===== src/rtl/s1494_pkg.sv =====
// Shared definitions for the s1494 sequencing controller.
// - Default primary-input and state widths of the s1494 benchmark.
// - The controller FSM state encoding.
// - Bit offsets of the fields packed into cone_in.
package s1494_pkg;

  localparam int unsigned NpiDefault = 7;  // v0..v6
  localparam int unsigned NstDefault = 6;  // v7..v12

  // cone_in = {pi_l, state}: state sits in the LSBs and pi above it.
  localparam int unsigned ConeInStLsb = 0;
  localparam int unsigned ConeInPiLsb = NstDefault;

  typedef enum logic [1:0] {
    StIdle,
    StEval,
    StDone
  } fsm_e;

endpackage


===== src/rtl/s1494_seq_ctrl_if.sv =====
// Bus bundle between the s1494 sequencing controller and its environment.
// Signals:
//   in_valid/in_ready/pi_vec/CLR   step request from the stimulus source
//   cone_sel/cone_in/cone_out      shared cone evaluator access
//   out_valid/out_ready/out_state  committed state presented downstream
// Modports: master = controller side, slave = stimulus/cone/consumer side.
interface s1494_seq_ctrl_if
  import s1494_pkg::*;
#(
  parameter int unsigned NPI = NpiDefault,
  parameter int unsigned NST = NstDefault
);

  logic                    in_valid;
  logic                    in_ready;
  logic [NPI-1:0]          pi_vec;
  logic                    CLR;
  logic [$clog2(NST)-1:0]  cone_sel;
  logic [NPI+NST-1:0]      cone_in;
  logic                    cone_out;
  logic                    out_valid;
  logic                    out_ready;
  logic [NST-1:0]          out_state;

  modport master (
    input  in_valid, pi_vec, CLR, cone_out, out_ready,
    output in_ready, cone_sel, cone_in, out_valid, out_state
  );

  modport slave (
    output in_valid, pi_vec, CLR, cone_out, out_ready,
    input  in_ready, cone_sel, cone_in, out_valid, out_state
  );

endinterface


===== src/rtl/s1494_lat_cnt.sv =====
// Cone latency slot counter for the s1494 sequencing controller.
// Counts down from ConeLat-1 while enabled and raises sample_o on the last
// cycle of each slot, then reloads for the next slot.
// Ports:
//   clk_i     clock
//   rst_i     asynchronous active-high reset
//   load_i    restart the slot count (start of a step)
//   en_i      a slot is in progress
//   sample_o  last cycle of the current slot; cone_out is valid now
module s1494_lat_cnt #(
  parameter int unsigned ConeLat = 1
) (
  input  logic clk_i,
  input  logic rst_i,
  input  logic load_i,
  input  logic en_i,
  output logic sample_o
);

  localparam int unsigned CntW = (ConeLat > 1) ? $clog2(ConeLat) : 1;
  localparam logic [CntW-1:0] Reload = CntW'(ConeLat - 1);

  logic [CntW-1:0] cnt_q, cnt_d;

  assign sample_o = en_i && (cnt_q == '0);

  always_comb begin
    cnt_d = cnt_q;
    if (load_i || sample_o) begin
      cnt_d = Reload;
    end else if (en_i) begin
      cnt_d = cnt_q - CntW'(1);
    end
  end

  always_ff @(posedge clk_i or posedge rst_i) begin
    if (rst_i) begin
      cnt_q <= Reload;
    end else begin
      cnt_q <= cnt_d;
    end
  end

endmodule


===== src/rtl/s1494_seq_ctrl.sv =====
// s1494 sequencing controller: rebuilds the benchmark's sequential behaviour
// from its single-output combinational cones. One step per accepted pi_vec:
// each next-state bit is evaluated in turn on a shared cone evaluator, then
// the whole state is committed and presented downstream.
// Ports:
//   CK        clock, rising edge
//   RST       asynchronous active-high reset
//   step_cnt  completed-step counter (only with S1494_STEP_CNT_EN defined)
//   bus       s1494_seq_ctrl_if.master: step handshake, cone access, output
// Build option: define S1494_STEP_CNT_EN to add the 16-bit step_cnt output.
module s1494_seq_ctrl
  import s1494_pkg::*;
#(
  parameter int unsigned NPI      = NpiDefault,
  parameter int unsigned NST      = NstDefault,
  parameter int unsigned CONE_LAT = 1
) (
  input  logic               CK,
  input  logic               RST,
`ifdef S1494_STEP_CNT_EN
  output logic [15:0]        step_cnt,
`endif
  s1494_seq_ctrl_if.master   bus
);

  localparam int unsigned KW = $clog2(NST);
  localparam logic [KW-1:0] KLast = KW'(NST - 1);

  fsm_e           fsm_q, fsm_d;
  logic [NPI-1:0] pi_l_q, pi_l_d;
  logic [NST-1:0] state_q, state_d;
  logic [NST-1:0] shadow_q, shadow_d;
  logic [KW-1:0]  k_q, k_d;

  logic lat_load;
  logic lat_en;
  logic lat_sample;

  s1494_lat_cnt #(
    .ConeLat (CONE_LAT)
  ) u_lat_cnt (
    .clk_i    (CK),
    .rst_i    (RST),
    .load_i   (lat_load),
    .en_i     (lat_en),
    .sample_o (lat_sample)
  );

  always_comb begin
    fsm_d    = fsm_q;
    pi_l_d   = pi_l_q;
    state_d  = state_q;
    shadow_d = shadow_q;
    k_d      = k_q;
    lat_load = 1'b0;
    lat_en   = 1'b0;
    unique case (fsm_q)
      StIdle: begin
        if (bus.in_valid) begin
          pi_l_d = bus.pi_vec;
          if (bus.CLR) begin
            fsm_d    = StEval;
            k_d      = '0;
            lat_load = 1'b1;
          end else begin
            // Active-low clear: skip evaluation entirely.
            fsm_d   = StDone;
            state_d = '0;
          end
        end
      end
      StEval: begin
        lat_en = 1'b1;
        if (lat_sample) begin
          shadow_d[k_q] = bus.cone_out;
          if (k_q == KLast) begin
            // Last bit is taken live so the commit needs no extra cycle.
            state_d        = shadow_q;
            state_d[KLast] = bus.cone_out;
            k_d            = '0;
            fsm_d          = StDone;
          end else begin
            k_d = k_q + KW'(1);
          end
        end
      end
      StDone: begin
        if (bus.out_ready) begin
          fsm_d = StIdle;
        end
      end
      default: fsm_d = StIdle;
    endcase
  end

  always_ff @(posedge CK or posedge RST) begin
    if (RST) begin
      fsm_q    <= StIdle;
      pi_l_q   <= '0;
      state_q  <= '0;
      shadow_q <= '0;
      k_q      <= '0;
    end else begin
      fsm_q    <= fsm_d;
      pi_l_q   <= pi_l_d;
      state_q  <= state_d;
      shadow_q <= shadow_d;
      k_q      <= k_d;
    end
  end

  // Outputs depend on registered state only.
  assign bus.in_ready  = (fsm_q == StIdle);
  assign bus.out_valid = (fsm_q == StDone);
  assign bus.cone_sel  = k_q;
  assign bus.cone_in   = {pi_l_q, state_q};
  assign bus.out_state = state_q;

`ifdef S1494_STEP_CNT_EN
  logic [15:0] step_cnt_q, step_cnt_d;

  always_comb begin
    step_cnt_d = step_cnt_q;
    if ((fsm_q == StDone) && bus.out_ready) begin
      step_cnt_d = step_cnt_q + 16'd1;
    end
  end

  always_ff @(posedge CK or posedge RST) begin
    if (RST) begin
      step_cnt_q <= '0;
    end else begin
      step_cnt_q <= step_cnt_d;
    end
  end

  assign step_cnt = step_cnt_q;
`endif

endmodule


===== src/flat_wrapper.sv =====
// flat-port wrapper written by rule: the top's interface ports become plain ports
module s1494_seq_ctrl_flat import s1494_pkg::*;
#(
  parameter int unsigned NPI      = NpiDefault,
  parameter int unsigned NST      = NstDefault,
  parameter int unsigned CONE_LAT = 1
)
  (CK, RST, bus_in_valid, bus_pi_vec, bus_CLR, bus_cone_out, bus_out_ready, bus_in_ready, bus_cone_sel, bus_cone_in, bus_out_valid, bus_out_state);
  s1494_seq_ctrl_if #(.NPI(NPI), .NST(NST)) bus_i ();
  input  logic CK;
  input  logic RST;
  input wire logic [$bits(bus_i.in_valid)-1:0] bus_in_valid;
  input wire logic [$bits(bus_i.pi_vec)-1:0] bus_pi_vec;
  input wire logic [$bits(bus_i.CLR)-1:0] bus_CLR;
  input wire logic [$bits(bus_i.cone_out)-1:0] bus_cone_out;
  input wire logic [$bits(bus_i.out_ready)-1:0] bus_out_ready;
  output wire logic [$bits(bus_i.in_ready)-1:0] bus_in_ready;
  output wire logic [$bits(bus_i.cone_sel)-1:0] bus_cone_sel;
  output wire logic [$bits(bus_i.cone_in)-1:0] bus_cone_in;
  output wire logic [$bits(bus_i.out_valid)-1:0] bus_out_valid;
  output wire logic [$bits(bus_i.out_state)-1:0] bus_out_state;
  assign bus_i.in_valid = bus_in_valid;
  assign bus_i.pi_vec = bus_pi_vec;
  assign bus_i.CLR = bus_CLR;
  assign bus_i.cone_out = bus_cone_out;
  assign bus_i.out_ready = bus_out_ready;
  assign bus_in_ready = bus_i.in_ready;
  assign bus_cone_sel = bus_i.cone_sel;
  assign bus_cone_in = bus_i.cone_in;
  assign bus_out_valid = bus_i.out_valid;
  assign bus_out_state = bus_i.out_state;
  s1494_seq_ctrl #(.NPI(NPI), .NST(NST), .CONE_LAT(CONE_LAT)) u_core (.CK(CK), .RST(RST), .bus(bus_i));
endmodule

===== config.mk =====
export PLATFORM = sky130hd
export DESIGN_NAME = s1494_seq_ctrl_flat
export DESIGN_NICKNAME = d
export VERILOG_FILES = /design/src/rtl/s1494_pkg.sv /design/src/rtl/s1494_seq_ctrl_if.sv /design/src/rtl/s1494_lat_cnt.sv /design/src/rtl/s1494_seq_ctrl.sv /design/src/flat_wrapper.sv
export SDC_FILE = /design/constraint.sdc
export NUM_CORES = 1
export LEC_CHECK = 0
export CAP_MARGIN = 20
export CORE_MARGIN = 5
export CORE_UTILIZATION = 40
export DETAILED_ROUTE_END_ITERATION = 7
export HOLD_SLACK_MARGIN = 0.08
export PLACE_DENSITY = 0.71
export SLEW_MARGIN = 20
export SYNTH_ARGS = -nofsm -noshare
export SYNTH_HDL_FRONTEND = slang
export SYNTH_SLANG_ARGS = --single-unit
export TNS_END_PERCENT = 100

===== constraint.sdc =====
create_clock -name CK -period 4.2 [get_ports CK]
set_input_delay 0.84 -clock CK [delete_from_list [all_inputs] [get_ports CK]]
set_output_delay 0.84 -clock CK [all_outputs]
set_load 0.02 [all_outputs]

# After elaboration in Yosys (flattened, before gate mapping)
# Cells that the tools add are included.
[totals]
register_bits = 25
out_inout_bits = 24
elab_cells = 56
[op_classes]
addsub = 2
order_cmp = 2
n_eq_ne = 9
muxes = 25
n_bitwise = 1
reduce_logical = 11
[ops]
columns = ["operator", "count"]
rows = [
  ["two-way mux 6 bit", 4],
  ["two-way mux 3 bit", 4],
  ["one-hot mux 6 bit (2 select lines)", 1],
  ["two-way mux 2 bit", 5],
  ["inequality test 2 bit, second input constant", 5],
  ["AND reduction 4 bit", 2],
  ["two-way mux 1 bit", 7],
  ["bitwise mux 6 bit", 1],
  ["one-hot mux 2 bit (3 select lines)", 1],
  ["one-hot mux 3 bit (2 select lines)", 1],
  ["AND reduction 5 bit", 1],
  ["less-than comparator 3 x 4 -> 1 bit, second input constant", 1],
  ["AND reduction 2 bit", 2],
  ["nonzero test 2 bit", 2],
  ["adder 3 x 1 -> 3 bit, second input constant", 1],
  ["demux 1 bit (select 3 bit)", 1],
  ["equality test 3 bit, second input constant", 1],
  ["greater-or-equal comparator 3 x 1 -> 1 bit, second input constant", 1],
  ["equality test 2 x 1 -> 1 bit, second input constant", 1],
  ["equality test 2 bit, second input constant", 1],
  ["logical AND 1 bit", 2],
  ["zero test 2 bit", 1],
  ["inequality test 2 x 1 -> 1 bit, second input constant", 1],
  ["logical OR 1 bit", 1],
  ["2 further kinds", 2],
]

# Depth between registers and ports, before layout
# Gate-level depths: netlist of the first run.
[depth]
depth_word = 5
ltp_mapped = 5
depth_no_buf = 3

# Cells and area by module
# From an unflattened synthesis of the first run, not the netlist that was laid out.
[hier_totals]
cells_unflattened = 99
hier_area_um2 = 1153.6
[modules_own_cells]
columns = ["mod", "instances", "cells_each", "area_each_um2", "seq_area_each_um2"]
rows = [
  ["s1494_seq_ctrl", 1, 95, 1103.6, 575.6],
  ["s1494_lat_cnt", 1, 4, 50.0, 25.0],
]

# Worst setup path after synthesis of the first run
# OpenSTA, ideal clock, no wires.
[synth_path]
kind = "input port to flip-flop"
start = "input port bus_CLR"
end = "register u_core.state_q[0], in the netlist u_core.bus.out_state[0]"
setup_ns = 0.130
t_arrival_ns = 1.552
slack_ns = 2.519
path_stages = 4
n_path_buf = 1
path_cell_list = "or4b_4 > buf_6 > nand2_1 > mux2i_1"
[synth_between]
elab_chain_cells = 2
[synth_rtl]
columns = ["element", "line", "text"]
rows = [
  ["start: declaration", "flat_wrapper.sv:14", "input wire logic [$bits(bus_i.CLR)-1:0] bus_CLR;"],
  ["inequality test 2 bit (no line)", "n/a", ""],
  ["AND reduction 5 bit (no line)", "n/a", ""],
  ["end signal: assignment", "s1494_seq_ctrl.sv:106", "state_q <= state_d;"],
  ["end: declaration", "s1494_seq_ctrl.sv:31", "logic [NST-1:0] state_q, state_d;"],
]
# Every way passes these cells.
# A chain may end at the register's enable or synchronous reset.

# Final worst setup path of the first run
[layout_path]
start = "register u_core.fsm_q[1]"
end = "output port bus_out_valid"
[layout_between]
elab_chain_cells = 1
[layout_rtl]
columns = ["element", "line", "text"]
rows = [
  ["start: declaration", "s1494_seq_ctrl.sv:29", "fsm_e fsm_q, fsm_d;"],
  ["start signal: assignment", "s1494_seq_ctrl.sv:98", "fsm_q <= StIdle;"],
  ["start signal: assignment", "s1494_seq_ctrl.sv:104", "fsm_q <= fsm_d;"],
  ["equality test 2 bit", "s1494_seq_ctrl.sv:114", "assign bus.out_valid = (fsm_q == StDone);"],
  ["end: declaration", "flat_wrapper.sv:20", "output wire logic [$bits(bus_i.out_valid)-1:0] bus_out_valid;"],
]
# Every way passes these cells.

==> qor.txt, run 1 <==
Inst Count DP: 153
Leak: 0.701 nW
Non-Filler Instances: 157
Post-layout minimum cycle time: 2570 ps
PwrDens: 741 nW/um^2
Synth warn: 0
Max-cap violations: 0
Area added between synthesis and finish: 32.5%
Worst slew pin tran: 892 ps
Setup TNS: 0 ps
Mapped Nets: 108
Post-CTS sizing: 0
Via Count: 753
Hold_sp: u_core.pi_l_q[4]$_DFFE_PP0P_
Layout Utilization: 54.6%
Clk buf depth: 2
Maximum number of pins on one net before global-route repair: 25
Hold Violations, Final: 0
First-pass GRT wire length: 3550 um
Clock Pin Slew Worst Setup and Hold Paths: 130 ps
Routed Antenna Nets: 0
Dominant synthesized flop cell: dfrtp_1
Sequential fraction of the synthesis area: 53.8%
Period Utilization, post-route: 61.3%
Drt pass-1 iters: 4
Die Width: 62.8 um
Row count: 19
Worst-path maximum fanout: 10
Fraction of layout instances using a drive strength above 1: 11.1%
Starting density of the core: 41.2%
Diode count: 0
Post-Synthesis Cell Area: 1120 sq um
Fin nets: 140
Hold WC Path Type: flip-flop to flip-flop
Reg2reg start: u_core.fsm_q[1]$_DFFE_PP0P_
Crit path DAT: 1730 ps
Via density: 4.80
Final setup vio count: 0
Clk Latency, worst-skew pair: 310 ps
Final Slew Violations: 0
Peak supply drop: 0.000515 V
GRT Total Usage: 11.2%
Hold Buf Count CTS: 0
Most common cell after layout, fill and taps aside: clkdlybuf4s50_1
Crit path kind: flip-flop to output port
Worst Skew: 4.37 ps
Routed wire per std cell: 13.2 um
Seq cells post-synth: 24
Overflow after GRT: 0
CP Launch Point: u_core.fsm_q[1]$_DFFE_PP0P_
Drt initial violations: 15
Die height: 62.8 um
Post-DP HPWL: 1560 um
Syn Inst Count: 95
Required time worst endpoint: 3360 ps
GPL Wtd Cong: 0.690
Die area: 3950 sq um
Most frequent cells in the layout: clkdlybuf4s50_1 (36), dfrtp_1 (24), nand2_1 (11), mux2i_1 (11), inv_1 (9)
Outcome: finished, final reports clean
Fillcell total: 260
Detailed Route WL: 2070 um
Worst Setup Start Kind: flip-flop
Port bufs: 36
CTS Sinks: 24
Unrepaired setup endpoints after global routing: false
Root buf cell: clkbuf_4
Pre-CTS WS: 1930 ps
Vias in the first global route: 809
Syn_area_per_cell: 11.7 sq um
Cell variety after synth: 23
Worst Setup Slack, final: 1630 ps
Core region area: 2710 sq um
Normalized max-slew margin: 40.4%
Total power: 0.00110 W
Post-synth EDFFs: 0
H-Tree Depth: 1
Cts bufs inserted: 3
Setup Buffers After CTS: 0
CTS tree: built
# IOs: 37
Ys async rst share: 100%
Initial antenna violation count: 0
Worst Setup End Kind: output port
Fmax: 0.389 GHz
Drc violations: 0
[flip-flops by register name, indices dropped and copies added (netlist names)]
register,cells
u_core.pi_l_q,7
u_core.bus.out_state,6
u_core.shadow_q,5
u_core.bus.cone_sel,3
u_core.fsm_q,2
u_core.u_lat_cnt.cnt_q,1
[worst paths after layout]
path | depth (start not counted) | end | slack, ps
max | 3 | bus_out_valid | 1630
min | 1 | u_core.pi_l_q[4]$_DFFE_PP0P_ | 510
max reg2reg | 3 | u_core.bus.cone_sel[2]$_DFFE_PP0P_ | 2730
min reg2reg | 1 | u_core.pi_l_q[4]$_DFFE_PP0P_ | 510
max in group asynchronous | 2 | u_core.bus.cone_sel[2]$_DFFE_PP0P_ | 2650
min in group asynchronous | 2 | u_core.bus.out_state[5]$_DFFE_PP0P_ | 1010
[routing by layer]
layer  track usage (%)  vias up  wire [um]
li1                  -      378          -
met1              12.2      344        914
met2              19.0       29        957
met3              6.12        2        174
met4              2.39        0         19
met5                 0        -          0
[kinds of logic after synthesis]
group | count (synthesis) | share of synthesized area (%)
AO/OA/AOI/OAI | 9 | 5.27
buffers and inverters | 18 | 9.53
flip-flops | 24 | 53.8
multiplexers | 18 | 16.9
AND/OR/NAND/NOR | 26 | 14.5
[through the flow]
step           instance area, sq um  hold slack, ps
2_1_floorplan                  1120             486
3_3_place_gp                   1440             476
3_5_place_dp                   1440             487
4_1_cts                        1480             522
5_1_grt                        1480             538
6_report                       1480             511
[where the power goes]
| part | total [W] | leakage (nW) | switching, W | internal, W |
|---|---|---|---|---|
| logic | 0.000556 | 0.381 | 0.000269 | 0.000288 |
| clock network | 0.000119 | 0.0210 | 0.0000659 | 0.0000529 |
| registers | 0.000421 | 0.298 | 0.0000888 | 0.000332 |
| total | 0.00110 | 0.701 | 0.000423 | 0.000673 |
[synth_stat cells, types with 2 or more instances]
| master | count | area, sq um |
|---|---|---|
| dfrtp_1 | 24 | 601 |
| mux2i_1 | 11 | 110 |
| nand2_1 | 11 | 41.3 |
| inv_1 | 9 | 33.8 |
| buf_4 | 6 | 45.0 |
| mux2_2 | 5 | 56.3 |
| nor2_1 | 5 | 18.8 |
| a21oi_1 | 3 | 15.0 |
| nor2b_1 | 3 | 18.8 |
| a22o_1 | 2 | 17.5 |
| buf_6 | 2 | 22.5 |
| mux2_1 | 2 | 22.5 |
| o21ai_0 | 2 | 10.0 |
[critical path, stage by stage (launching register included)]
cell	delay [ps]
dfrtp_1	590
inv_1	100
nor2_1	120
clkdlybuf4s50_1	610
[final cells by class]
type / count / area, sq um / share of cell area (%)
repair buffers: 36 / 360 / 24.4
clock buffers: 4 / 36.3 / 2.45
inverters: 9 / 33.8 / 2.28
well taps: 31 / 38.8 / 2.62
flip-flops and latches: 24 / 601 / 40.6
multi-input cells: 53 / 409 / 27.7
No activity file was read; power rests on OpenSTA's default activity.
==> run 2: changes to the inputs <==
--- a/config.mk
+++ b/config.mk
@@ -10,7 +10,7 @@
 export CORE_UTILIZATION = 40
 export DETAILED_ROUTE_END_ITERATION = 7
 export HOLD_SLACK_MARGIN = 0.08
-export PLACE_DENSITY = 0.71
+export PLACE_DENSITY = 0.74
 export SLEW_MARGIN = 20
 export SYNTH_ARGS = -nofsm -noshare
 export SYNTH_HDL_FRONTEND = slang
==> constraint.sdc (replaced) <==
create_clock -name CK -period 2.1 [get_ports CK]
set_input_delay 0.42 -clock CK [delete_from_list [all_inputs] [get_ports CK]]
set_output_delay 0.42 -clock CK [all_outputs]
set_load 0.02 [all_outputs]
==> qor.txt, run 2 (synthesized netlist as in run 1, its figures left out) <==
Max incr delay on CP: 610 ps (about the same)
Detailed Route WL: 2280 um (+10%)
GPL Wtd Cong: 0.673 (-2.3%)
Drt pass-1 iters: 4 (unchanged)
Critical path depth: 2 (-1)
Cts bufs inserted: 3 (unchanged)
Die area: 3950 sq um (unchanged)
Row count: 19 (unchanged)
Leak: 0.729 nW (+4.1%)
Layout Utilization: 55.8% (+1.2 points)
Post-layout minimum cycle time: 2010 ps
First-pass GRT wire length: 4020 um (+13%)
Setup TNS: 0 ps (unchanged)
Setup Buffers After CTS: 0 (unchanged)
Sw frac: 38.0% (-0.64 points)
Max-cap violations: 0 (unchanged)
Most frequent cells in the layout: clkdlybuf4s50_1 (35), dfrtp_1 (24), nand2_1 (11), mux2i_1 (11), inv_1 (9)
Period Utilization, post-route: 95.9%
Core region area: 2710 sq um (unchanged)
Diode count: 0 (unchanged)
H-Tree Depth: 1 (unchanged)
PwrDens: 1540 nW/um^2 (+110%)
Worst Setup Start Kind: flip-flop
Initial antenna violation count: 0 (unchanged)
Hold WS: 418 ps (-93.2 ps)
Die height: 62.8 um (unchanged)
Clk Latency, worst-skew pair: 320 ps (about the same)
Peak supply drop: 0.000846 V (+64%)
Reg area: 601 sq um (unchanged)
Clock Pin Slew Worst Setup and Hold Paths: 140 ps (about the same)
Unrepaired setup endpoints after global routing: false
Routed Antenna Nets: 0 (unchanged)
Worst Reg-to-Reg Cells: 4 (+1)
Outcome: finished, final reports clean
Most common cell after layout, fill and taps aside: clkdlybuf4s50_1
Worst Setup End Kind: output port
CTS tree: built
Bufs and invs on worst path: 1 (-1)
Maximum number of pins on one net before global-route repair: 25 (unchanged)
Root buf cell: clkbuf_4
Slowest-stage cell, CP: clkdlybuf4s50_1
Final setup vio count: 0 (unchanged)
Crit path DAT: 1590 ps (-140 ps)
Crit path kind: flip-flop to output port
Via density: 5.00 (+4.2%)
GRT Total Usage: 12.7% (+1.5 points)
Starting density of the core: 41.2% (unchanged)
Via Count: 795 (+5.6%)
Fmax: 0.496 GHz
Clock network fraction of total power: 14.5% (+3.7 points)
P_int: 0.00144 W (+110%)
Post-DP HPWL: 1750 um (+12%)
Drc violations: 0 (unchanged)
Worst slew pin tran: 413 ps (-479 ps)
Routed wire per std cell: 14.3 um (+8.8%)
CTS Sinks: 24 (unchanged)
Hold WC Path Type: primary input to async pin
Area added between synthesis and finish: 35.5%
Clk buf depth: 2 (unchanged)
Drt initial violations: 24 (+9)
Hold Buf Count CTS: 0 (unchanged)
P_sw: 0.000883 W (+110%)
# IOs: 37 (unchanged)
Critical Path, Cell by Cell: nor2_1, clkdlybuf4s50_1
Fraction of layout instances using a drive strength above 1: 12.5% (+1.4 points)
Fillcell total: 232 (-11%)
Largest register FFs: 7 (unchanged)
Worst Skew: 16.1 ps (+11.7 ps)
Vias in the first global route: 830 (+2.6%)
Combinational power share: 50.2% (-0.5 points)
Largest reg by FF count: u_core.pi_l_q
Die Width: 62.8 um (unchanged)
Seq pwr share: 35.3% (-3.1 points)
Hold Violations, Final: 0 (unchanged)
Overflow after GRT: 0 (unchanged)
Normalized max-slew margin: 72.4% (+32 points)
Area of the multi-input gates: 409 sq um (unchanged)
Top Family by Delay on Critical Path: buffers and inverters
Required time worst endpoint: 1680 ps (-1680 ps)
Final Slew Violations: 0 (unchanged)
Worst-path maximum fanout: 11 (+1)
Port bufs: 36 (unchanged)
Fin nets: 142 (+1.4%)
run 2: worst register-to-register path: cells and delay by family (launching register included):
| family | cells | cell delay, ps |
|---|---|---|
| simple gates | 1 | 410 |
| flops | 1 | 400 |
| compound gates | 2 | 430 |
| buf+inv | 1 | 170 |
run 2: area by class of cell:
type	instances	share of cell area, %
multi-input cells	53	27.0
well taps	31	2.56
clock inverters	1	1.99
repair buffers	38	25.0
inverters	9	2.23
flip-flops and latches	24	39.7
clock buffers	3	1.49
run 2: path summary, 6_finish.rpt:
| check | startpoint | end | slack, ps |
|---|---|---|---|
| hold / removal | RST | u_core.fsm_q[1]$_DFFE_PP0P_ | 420 |
| setup reg to reg | u_core.fsm_q[1]$_DFFE_PP0P_ | u_core.bus.cone_sel[2]$_DFFE_PP0P_ | 590 |
| hold reg to reg | u_core.pi_l_q[4]$_DFFE_PP0P_ | u_core.pi_l_q[4]$_DFFE_PP0P_ | 520 |
| max in group asynchronous | RST | u_core.pi_l_q[6]$_DFFE_PP0P_ | 1440 |
| min in group CK | u_core.pi_l_q[4]$_DFFE_PP0P_ | u_core.pi_l_q[4]$_DFFE_PP0P_ | 520 |
| setup / recovery | u_core.fsm_q[0]$_DFFE_PP0P_ | bus_out_valid | 90 |
run 2: power groups by stage:
stage / clock network, W / logic (W) / registers (W)
detailed placement: 0 / 0.00118 / 0.000834
CTS: 0.000342 / 0.00119 / 0.000826
global route: 0.000364 / 0.00127 / 0.000861
finish: 0.000336 / 0.00117 / 0.000822
global placement: 0 / 0.00116 / 0.000818
floorplan: 0 / 0.000609 / 0.000955
run 2: what timing repair did:
action                                 in CTS  in global routing
resized for setup                           0                  1
endpoints found under the hold margin       0                  0
setup endpoints to repair                   0                  1
run 2: layer usage:
metal	vias to the layer above	track usage, %	part of all wire, %
met5	-	0	0
met3	4	2.16	2.9
met4	0	4.77	1.7
li1	381	-	-
met2	16	22.5	55
met1	394	15.2	41
run 2: per-stage QoR:
| stage | area (sq um) | total power (W) | setup slack (ps) | instances |
|---|---|---|---|---|
| global placement | 1460 | 0.00197 | 282 | 155 |
| finish | 1510 | 0.00233 | 85.5 | 159 |
| CTS | 1510 | 0.00236 | 62.5 | 159 |
| detailed placement | 1460 | 0.00202 | 215 | 155 |
| global route | 1510 | 0.00249 | 7.94 | 159 |
| floorplan | 1120 | 0.00156 | 716 | 95 |
